===== src/rtl/vga_pkg.sv =====
// Shared constants and clear-engine state type for the 640x480x4bpp frame-buffer arbiter.
package vga_pkg;

  localparam int unsigned LINE_WORDS    = 160;
  localparam int unsigned VISIBLE_LINES = 480;
  localparam int unsigned FRAME_WORDS   = 76800;
  localparam int unsigned H_VISIBLE     = 640;

  // Display fetch window: word k+1 is read at x = 4k for k = -1..158
  localparam int DISP_X_MIN = -4;
  localparam int DISP_X_MAX = 632;

  typedef enum logic [0:0] {
    CLR_IDLE  = 1'b0,
    CLR_CLEAR = 1'b1
  } clr_state_t;

endpackage


===== src/rtl/vga_clear_engine.sv =====
// Frame-clear engine: walks the whole frame writing one colour, one word per granted cycle.
module vga_clear_engine
  import vga_pkg::*;
#(
  parameter int PIX_W  = 4,
  parameter int WORD_W = 16,
  parameter int ADDR_W = 17
) (
  input  logic              i_clk,
  input  logic              i_rst,
  input  logic              i_start,
  input  logic [PIX_W-1:0]  i_color,
  input  logic              i_grant,
  output logic              o_req,
  output logic [ADDR_W-1:0] o_addr,
  output logic [WORD_W-1:0] o_wdata,
  output logic              o_busy,
  output logic              o_done
);

  localparam logic [ADDR_W-1:0] LAST_ADDR = ADDR_W'(FRAME_WORDS - 1);

  clr_state_t        r_state;
  logic [ADDR_W-1:0] r_cnt;
  logic [PIX_W-1:0]  r_color;
  logic              r_done;

  always_ff @(posedge i_clk or posedge i_rst) begin
    if (i_rst) begin
      r_state <= CLR_IDLE;
      r_cnt   <= '0;
      r_color <= '0;
      r_done  <= 1'b0;
    end else begin
      r_done <= 1'b0;
      case (r_state)
        CLR_IDLE: begin
          if (i_start) begin
            r_state <= CLR_CLEAR;
            r_cnt   <= '0;
            r_color <= i_color;
          end
        end
        CLR_CLEAR: begin
          // Counter only advances on cycles the arbiter actually hands over
          if (i_grant) begin
            if (r_cnt == LAST_ADDR) begin
              r_state <= CLR_IDLE;
              r_done  <= 1'b1;
            end else begin
              r_cnt <= r_cnt + 1'b1;
            end
          end
        end
        default: r_state <= CLR_IDLE;
      endcase
    end
  end

  assign o_req   = (r_state == CLR_CLEAR);
  assign o_addr  = r_cnt;
  assign o_wdata = {(WORD_W / PIX_W){r_color}};
  assign o_busy  = (r_state == CLR_CLEAR);
  assign o_done  = r_done;

endmodule


===== src/rtl/vga_fb_arbiter.sv =====
// Single-port frame-buffer arbiter: display scan-out > host port > frame clear,
// plus the prefetch/hold pixel path feeding PIX with zero latency relative to x.
module vga_fb_arbiter
  import vga_pkg::*;
#(
  parameter int PIX_W  = 4,
  parameter int WORD_W = 16,
  parameter int ADDR_W = 17
) (
  input  logic                CLK,
  input  logic                RST,
  input  logic signed [10:0]  x,
  input  logic        [9:0]   y,
  input  logic                blank,
  output logic [PIX_W-1:0]    PIX,
  output logic [ADDR_W-1:0]   RAM_ADDR,
  output logic                RAM_WE,
  output logic [WORD_W-1:0]   RAM_WDATA,
  input  logic [WORD_W-1:0]   RAM_RDATA,
  input  logic                HREQ,
  input  logic                HWE,
  input  logic [ADDR_W-1:0]   HADDR,
  input  logic [WORD_W-1:0]   HWDATA,
  output logic                HACK,
  output logic [WORD_W-1:0]   HRDATA,
  output logic                HRVALID,
  input  logic                CLR_START,
  input  logic [PIX_W-1:0]    CLR_COLOR,
  output logic                CLR_BUSY,
  output logic                CLR_DONE
);

  localparam logic signed [10:0] X_MIN   = 11'(DISP_X_MIN);
  localparam logic signed [10:0] X_MAX   = 11'(DISP_X_MAX);
  localparam logic signed [10:0] X_END   = 11'(H_VISIBLE);
  localparam logic        [9:0]  Y_LINES = 10'(VISIBLE_LINES);

  logic                w_vis_line;
  logic                w_slot;
  logic signed [10:0]  w_k;
  logic [ADDR_W-1:0]   w_k_ext;
  logic [ADDR_W-1:0]   w_y_ext;
  logic [ADDR_W-1:0]   w_disp_addr;
  logic                w_host_gnt;
  logic                w_clr_req;
  logic                w_clr_gnt;
  logic [ADDR_W-1:0]   w_clr_addr;
  logic [WORD_W-1:0]   w_clr_wdata;
  logic                w_pix_on;

  logic                r_disp_d;
  logic [WORD_W-1:0]   r_pref;
  logic [WORD_W-1:0]   r_hold;
  logic                r_hrvalid;
  logic [WORD_W-1:0]   r_hrdata;

  assign w_vis_line = (y < Y_LINES);
  assign w_slot     = w_vis_line && (x >= X_MIN) && (x <= X_MAX) && (x[1:0] == 2'b00);

  // x>>>2 is -1 at x=-4; sign-extension wraps y*160-1+1 back onto the line's word 0
  assign w_k         = x >>> 2;
  assign w_k_ext     = ADDR_W'(w_k);
  assign w_y_ext     = ADDR_W'(y);
  assign w_disp_addr = (w_y_ext << 7) + (w_y_ext << 5) + w_k_ext + ADDR_W'(1);

  assign w_host_gnt = ~RST & ~w_slot & HREQ;
  assign w_clr_gnt  = ~RST & ~w_slot & ~HREQ & w_clr_req;

  vga_clear_engine #(
    .PIX_W  (PIX_W),
    .WORD_W (WORD_W),
    .ADDR_W (ADDR_W)
  ) u_clear (
    .i_clk   (CLK),
    .i_rst   (RST),
    .i_start (CLR_START),
    .i_color (CLR_COLOR),
    .i_grant (w_clr_gnt),
    .o_req   (w_clr_req),
    .o_addr  (w_clr_addr),
    .o_wdata (w_clr_wdata),
    .o_busy  (CLR_BUSY),
    .o_done  (CLR_DONE)
  );

  always_comb begin
    RAM_ADDR  = '0;
    RAM_WE    = 1'b0;
    RAM_WDATA = '0;
    if (w_slot) begin
      RAM_ADDR = w_disp_addr;
    end else if (w_host_gnt) begin
      RAM_ADDR  = HADDR;
      RAM_WE    = HWE;
      RAM_WDATA = HWDATA;
    end else if (w_clr_gnt) begin
      RAM_ADDR  = w_clr_addr;
      RAM_WE    = 1'b1;
      RAM_WDATA = w_clr_wdata;
    end
  end

  assign HACK = w_host_gnt;

  always_ff @(posedge CLK or posedge RST) begin
    if (RST) begin
      r_disp_d  <= 1'b0;
      r_pref    <= '0;
      r_hold    <= '0;
      r_hrvalid <= 1'b0;
      r_hrdata  <= '0;
    end else begin
      r_disp_d <= w_slot;
      if (r_disp_d) r_pref <= RAM_RDATA;
      if ((x[1:0] == 2'b11) && w_vis_line) r_hold <= r_pref;
      r_hrvalid <= w_host_gnt & ~HWE;
      if (r_hrvalid) r_hrdata <= RAM_RDATA;
    end
  end

  // Read data is passed straight through in the valid cycle, then held
  assign HRDATA  = r_hrvalid ? RAM_RDATA : r_hrdata;
  assign HRVALID = r_hrvalid;

  assign w_pix_on = ~blank & ~x[10] & (x < X_END);

  always_comb begin
    PIX = '0;
    if (w_pix_on) PIX = r_hold[x[1:0]*PIX_W +: PIX_W];
  end

endmodule

===== config.mk =====
export PLATFORM = sky130hd
export DESIGN_NAME = vga_fb_arbiter
export DESIGN_NICKNAME = d
export VERILOG_FILES = /design/src/rtl/vga_pkg.sv /design/src/rtl/vga_clear_engine.sv /design/src/rtl/vga_fb_arbiter.sv
export SDC_FILE = /design/constraint.sdc
export NUM_CORES = 1
export LEC_CHECK = 0
export CORE_MARGIN = 1.5
export CORE_UTILIZATION = 30
export DETAILED_ROUTE_END_ITERATION = 10
export PLACE_DENSITY_LB_ADDON = 0.1
export SYNTH_ARGS = -nofsm -noshare
export SYNTH_HDL_FRONTEND = slang
export SYNTH_HIERARCHICAL = 1
export SYNTH_SLANG_ARGS = --single-unit

===== constraint.sdc =====
create_clock -name CLK -period 4.42 [get_ports CLK]
set_input_delay 0.884 -clock CLK [delete_from_list [all_inputs] [get_ports CLK]]
set_output_delay 0.884 -clock CLK [all_outputs]
set_load 0.1 [all_outputs]

==> results of run 1 <==
## per-stage QoR
step | std cells | utilization, %
3_3_place_gp | 821 | 43.7
6_report | 837 | 46.5
5_1_grt | 837 | 46.5
2_1_floorplan | 476 | -
3_5_place_dp | 821 | 43.7
4_1_cts | 836 | 45.9
## area by class of cell
class	count	area share, %
Clock buffer	9	3.02
Clock inverter	6	0.905
Inverter	21	1.06
Multi-Input combinational cell	342	40.3
Sequential cell	73	24.5
Tap cell	216	3.62
Timing Repair Buffer	170	26.6
## cells in the final DEF, fill, tap and decap left out, types with 8 or more instances in the layout
cell and count:
mux2_2 53, clkdlybuf4s50_1 74, a22oi_1 22, a21oi_2 11, o21ai_0 8, nor2_1 27
a21oi_1 15, fa_1 8, ha_1 12, nand4_1 10, clkbuf_16 9, buf_4 48
a221oi_2 10, dfrtp_1 73, buf_12 40, nand2_1 30, mux2i_1 10, nand3_1 14
inv_1 20
## power by group
| part | internal (mW) | switching [mW] |
|---|---|---|
| registers | 0.816 | 0.100 |
| logic | 0.527 | 0.759 |
| clock network | 0.436 | 0.289 |
| total | 1.78 | 1.15 |
## routing by layer
layer,global-route usage (%),routed length [um],share of wire (%)
met1,21.9,6390,45
met2,25.6,6550,46
met3,4.54,840,5.9
met4,6.85,357,2.5
met5,0,0,0
## state kept, by name, indices dropped and copies added (netlist names)
register and count:
u_clear/r_color 4, HRVALID 1, u_clear/o_addr 17, r_pref 16, r_disp_d 1, r_hold 16
r_hrdata 16, u_clear/o_busy 1, u_clear/o_done 1
## worst paths after layout
check / startpoint / to / depth (start not counted)
worst max-delay path: y[4] / RAM_ADDR[14] / 10
worst min-delay path: r_hrdata[13] / r_hrdata[13] / 1
worst max register to register: u_clear/o_busy / u_clear/o_addr[15] / 8
worst min register to register: r_hrdata[13] / r_hrdata[13] / 1
max in group asynchronous: RST / u_clear/o_addr[9] / 2
min in group asynchronous: RST / r_pref[5] / 3
## cell families after synthesis
| group | count (synthesis) | share of synthesized area, % |
|---|---|---|
| buffers and inverters | 61 | 6.42 |
| flip-flops | 73 | 36.6 |
| adder cells (fa/ha/maj) | 25 | 7.47 |
| multiplexers | 68 | 16.0 |
| XOR/XNOR | 11 | 1.93 |
| AND/OR/NAND/NOR | 129 | 13.9 |
| AO/OA/AOI/OAI | 109 | 17.7 |
## worst max-delay path: stages
cell and delay (ns):
clkdlybuf4s50_1 0.50, fa_1 0.47, ha_4 0.29, a21o_1 0.19, a211oi_1 0.27, buf_4 0.17
a21boi_2 0.16, o211ai_1 0.10, a31o_1 0.27, buf_12 0.17
## what timing repair did
item | in CTS | in global routing
setup endpoints to repair | 7 | 6
buffers inserted | 0 | 1
resized for setup | 12 | 14
hold endpoints to repair | 0 | 0
pin swaps | 4 | 10
==> impl_metrics.csv, run 1 <==
group,metric,value,unit
grt,track_usage,16.6,%
flow_run,max-cap-violations,0,
worst_hold_path,hold_path.class,"flip-flop to flip-flop",
floorplanning,die_w,132,um
timing,tightest_slew,1.07,ns
grt,grt_max_degree,51,
logic_synthesis,synth_largest_area_cell,"dfrtp_1",
clock_tree,cts-root-buf,"clkbuf_16",
logic_synthesis,ys_top_cells_by_area,"dfrtp_1, mux2_2, ha_1, a22oi_1, fa_1",
pwr,p_leak,3.16,nW
logic_synthesis,synth_most_common_cell,"dfrtp_1",
timing,finalClockSkew,0.00637,ns
clock_tree,path_clk_slew,0.06,ns
timing,setup_viol,0,
critical_path,worst-r2r-setup-slack,1.34,ns
logic_synthesis,ys.flop_type,"dfrtp_1",
logic_synthesis,syn_inst,476,
floorplanning,initial_core_util,31.1,%
pwr,p_per_area,392,nW/um2
logic_synthesis,syn_nets,581,
floorplanning,num_rows,46,
logic_synthesis,yosys_warnings,6,
layout,layout-drive-gt1-share,34.0,%
floorplanning,die-area,17400,um2
timing,slew_violations,0,
layout,seq_area,1830,um2
timing,finalCritPeriodShare,98.5,%
detailed_routing,ant_nets,0,
logic_synthesis,ys_types,68,
place,post_dp_cell_area,7010,um2
place,pre_cts_ws,-0.183,ns
run_status,status,"finished clean",
clock_tree,clk_latency,0.34,ns
detailed_routing,drt-total-wl,14.1,mm
detailed_routing,drt_iter0_markers,254,
place,place_congestion,0.881,
logic_synthesis,yosysTopAreaCellShare,36.6,%
timing,finalSetupTns,0,ns
clock_tree,htree_levels,3,
timing,rsz0062_at_grt,"false",
critical_path,cp-end-kind,"primary output",
timing,fin_crit,4.35,ns
critical_path,crit_fanout,4,
timing,hold_violations,0,
detailed_routing,wl_per_cell,16.9,um
detailed_routing,vias,4251,
logic_synthesis,synth-async-reset-ratio,100,%
grt,antenna_found_initial,0,
timing,fin_ws,0.0662,ns
detailed_routing,drc,0,
layout,fillers,1507,
layout,area_growth,49.5,%
clock_tree,clockBufferDepth,2,
logic_synthesis,synthTopCellsByCount,"dfrtp_1, mux2_2, nand2_1",
logic_synthesis,synth_area,4990,um2
grt,grt_pass1_wl,23.0,mm
detailed_routing,via_per_inst,5.08,
layout,design_area,7460,um2
grt,first_global_vias,4225,
logic_synthesis,ys_seq_area_share,36.6,%
grt,grt-ovfl-total,0,
clock_tree,cts_inserted_buffers,9,
critical_path,cp.arrival,3.47,ns
pwr,peakVddDrop,0.301,mV
logic_synthesis,avgSynthCellArea,10.5,um2
pwr,power,2.93,mW
clock_tree,cts_tree,"done",
timing,hold_ws,0.498,ns
logic_synthesis,synth_edf_count,0,
critical_path,cp.required,3.54,ns
timing,relSlewSlack,28.0,%
floorplanning,coreArea,16100,um2
clock_tree,clock_sinks,73,
critical_path,crit_type,"input pin to primary output",
place,place_hpwl,10.7,mm
timing,clock.fmax,0.230,GHz
layout,multi_input_area,3010,um2
logic_synthesis,ys_ff_latch,73,
layout,fin_nets,722,
floorplanning,ioPinCount,138,
detailed_routing,firstDrtPassIters,4,
floorplanning,die_h,132,um
layout,diodes,0,
clock_tree,cts_hold_buf,0,
place,io_buffers,137,
critical_path,worstSetupStartpointType,"input pin",
Power figures use the tool's default switching activity.
==> inputs of run 2 (changes only) <==
CAP_MARGIN = 20   (was default)
==> run 2 against run 1 <==
Via count is 0.47% lower. Largest power group unchanged. Register-to-register slack better by 0.05 ns. Final cell count is 0.12% higher. Global-route usage stayed put. Power hardly changed. Non-clock buffer count is 1 higher. Hold slack worse by 0.00084 ns. Sequential share of layout area is 0.090 points lower. Highest routed layer unchanged. Sequential power hardly changed. Combinational power hardly changed.
==> impl_metrics.csv, run 2 (synthesis gave the netlist of run 1 again) <==
group,metric,value,unit
layout,largest_reg_flops,17,
critical_path,cp.required,3.54,ns
floorplanning,coreArea,16100,um2
grt,track_usage,16.6,%
worst_hold_path,min_from,"r_hrdata[13]",
clock_tree,clk_latency,0.34,ns
critical_path,cp_slowest_cell,"clkdlybuf4s50_1",
detailed_routing,wl_per_cell,16.8,um
worst_hold_path,hold_end,"r_hrdata[13]",
worst_hold_path,min_path_cells,1,
grt,grt_pass1_wl,23.0,mm
detailed_routing,drt-total-wl,14.1,mm
floorplanning,ioPinCount,138,
clock_tree,clockBufferDepth,2,
timing,clock.fmax,0.230,GHz
layout,layout-drive-gt1-share,34.1,%
pwr,peakVddDrop,0.301,mV
critical_path,cp_cell_sequence,"clkdlybuf4s50_1 > fa_1 > ha_4 > a21o_1 > a211oi_1 > buf_4 > a21boi_2 > o211ai_1 > a31o_1 > buf_12",
place,io_buffers,137,
clock_tree,path_clk_slew,0.06,ns
detailed_routing,drt_iter0_markers,224,
layout,area_growth,50.1,%
timing,tightest_slew,1.03,ns
timing,finalClockSkew,0.00675,ns
flow_run,max-cap-violations,0,
layout,diodes,0,
floorplanning,die-area,17400,um2
floorplanning,die_h,132,um
critical_path,critPathLaunch,"y[4]",
timing,slew_violations,0,
clock_tree,clock_sinks,73,
critical_path,slowest_delay,0.50,ns
floorplanning,initial_core_util,31.1,%
critical_path,cp-end-kind,"primary output",
timing,fin_crit,4.35,ns
critical_path,reg2regPathDepth,8,
detailed_routing,firstDrtPassIters,4,
place,pre_cts_ws,-0.183,ns
layout,final_cell_mix,"clkdlybuf4s50_1, dfrtp_1, mux2_2",
clock_tree,cts_tree,"done",
floorplanning,num_rows,46,
timing,rsz0062_at_grt,"false",
timing,finalCritPeriodShare,98.5,%
grt,first_global_vias,4225,
run_status,status,"finished clean",
grt,grt_max_degree,51,
critical_path,cp.arrival,3.47,ns
timing,relSlewSlack,31.0,%
timing,setup_viol,0,
clock_tree,cts_hold_buf,0,
layout,fin_nets,723,
grt,antenna_found_initial,0,
layout,fillers,1507,
detailed_routing,vias,4231,
floorplanning,die_w,132,um
layout,multi_input_area,3010,um2
timing,fin_ws,0.0667,ns
worst_hold_path,hold_path.class,"flip-flop to flip-flop",
layout,seq_area,1830,um2
place,place_hpwl,10.7,mm
critical_path,crit_type,"input pin to primary output",
clock_tree,cts-root-buf,"clkbuf_16",
critical_path,worst-r2r-setup-slack,1.39,ns
layout,fin_util,46.6,%
layout,design_area,7490,um2
critical_path,crit_fanout,4,
pwr,p_leak,3.17,nW
critical_path,worstReg2RegEnd,"u_clear/o_addr[15]",
critical_path,worstSetupStartpointType,"input pin",
place,place_congestion,0.881,
grt,grt-ovfl-total,0,
critical_path,rr_startpoint,"u_clear/o_busy",
clock_tree,htree_levels,3,
detailed_routing,drc,0,
detailed_routing,ant_nets,0,
timing,hold_violations,0,
clock_tree,cts_inserted_buffers,9,
pwr,p_per_area,391,nW/um2
layout,final_common_cell,"clkdlybuf4s50_1",
detailed_routing,via_per_inst,5.05,
place,post_dp_cell_area,7010,um2
run 2: cell count changes in the layout (fill, tap and decap cells not counted):
cell and change:
buf_16 +1
run 2: worst max-delay path by stage:
stage | slack (ns) | cells after the start | to
floorplan | -0.05 | 7 | RAM_ADDR[12]
global placement | -0.15 | 9 | RAM_ADDR[12]
detailed placement | -0.18 | 11 | RAM_ADDR[14]
CTS | 0.008 | 11 | RAM_ADDR[14]
global route | 0.007 | 10 | RAM_ADDR[14]
finish | 0.07 | 10 | RAM_ADDR[14]
run 2: final cells by class:
type | instances | area share [%]
multi-input combinational | 342 | 40.1
clock buffer | 9 | 3.01
sequential | 73 | 24.4
clock inverter | 6 | 0.902
timing repair buffer | 171 | 26.9
inverter | 21 | 1.05
tap | 216 | 3.61
run 2: critical path, delay by kind of cell:
kind / cells / cell delay (ns)
adders and majority gates: 2 / 0.76
AOI/OAI and AO/OA: 5 / 0.98
buffers and inverters: 3 / 0.84
run 2: timing repair:
action / in CTS / in global routing
buffers inserted: 0 / 1
setup endpoints to repair: 7 / 6
pin swaps: 4 / 10
gates resized for setup: 12 / 14
run 2: stage by stage:
stage	hold WS (ns)	cells	TNS, ns	total power [mW]
2_1_floorplan	0.475	476	-0.0491	1.75
3_3_place_gp	0.481	821	-0.700	2.15
3_5_place_dp	0.485	821	-0.976	2.17
4_1_cts	0.503	836	0	2.93
5_1_grt	0.509	838	0	3.08
6_report	0.497	838	0	2.93
run 2: metal layers:
| metal | vias to the layer above | track usage [%] | part of all wire (%) |
|---|---|---|---|
| met5 | - | 0 | 0 |
| met4 | 0 | 6.85 | 2.6 |
| met3 | 20 | 4.54 | 6.0 |
| met2 | 124 | 25.6 | 47 |
| met1 | 2047 | 21.9 | 45 |
| li1 | 2040 | - | - |
run 2: power breakdown:
| group | switching [mW] | leakage [nW] | internal [mW] |
|---|---|---|---|
| Clock | 0.288 | 0.138 | 0.436 |
| Sequential | 0.0997 | 0.895 | 0.816 |
| Combinational | 0.759 | 2.14 | 0.530 |
| Total | 1.15 | 3.17 | 1.78 |
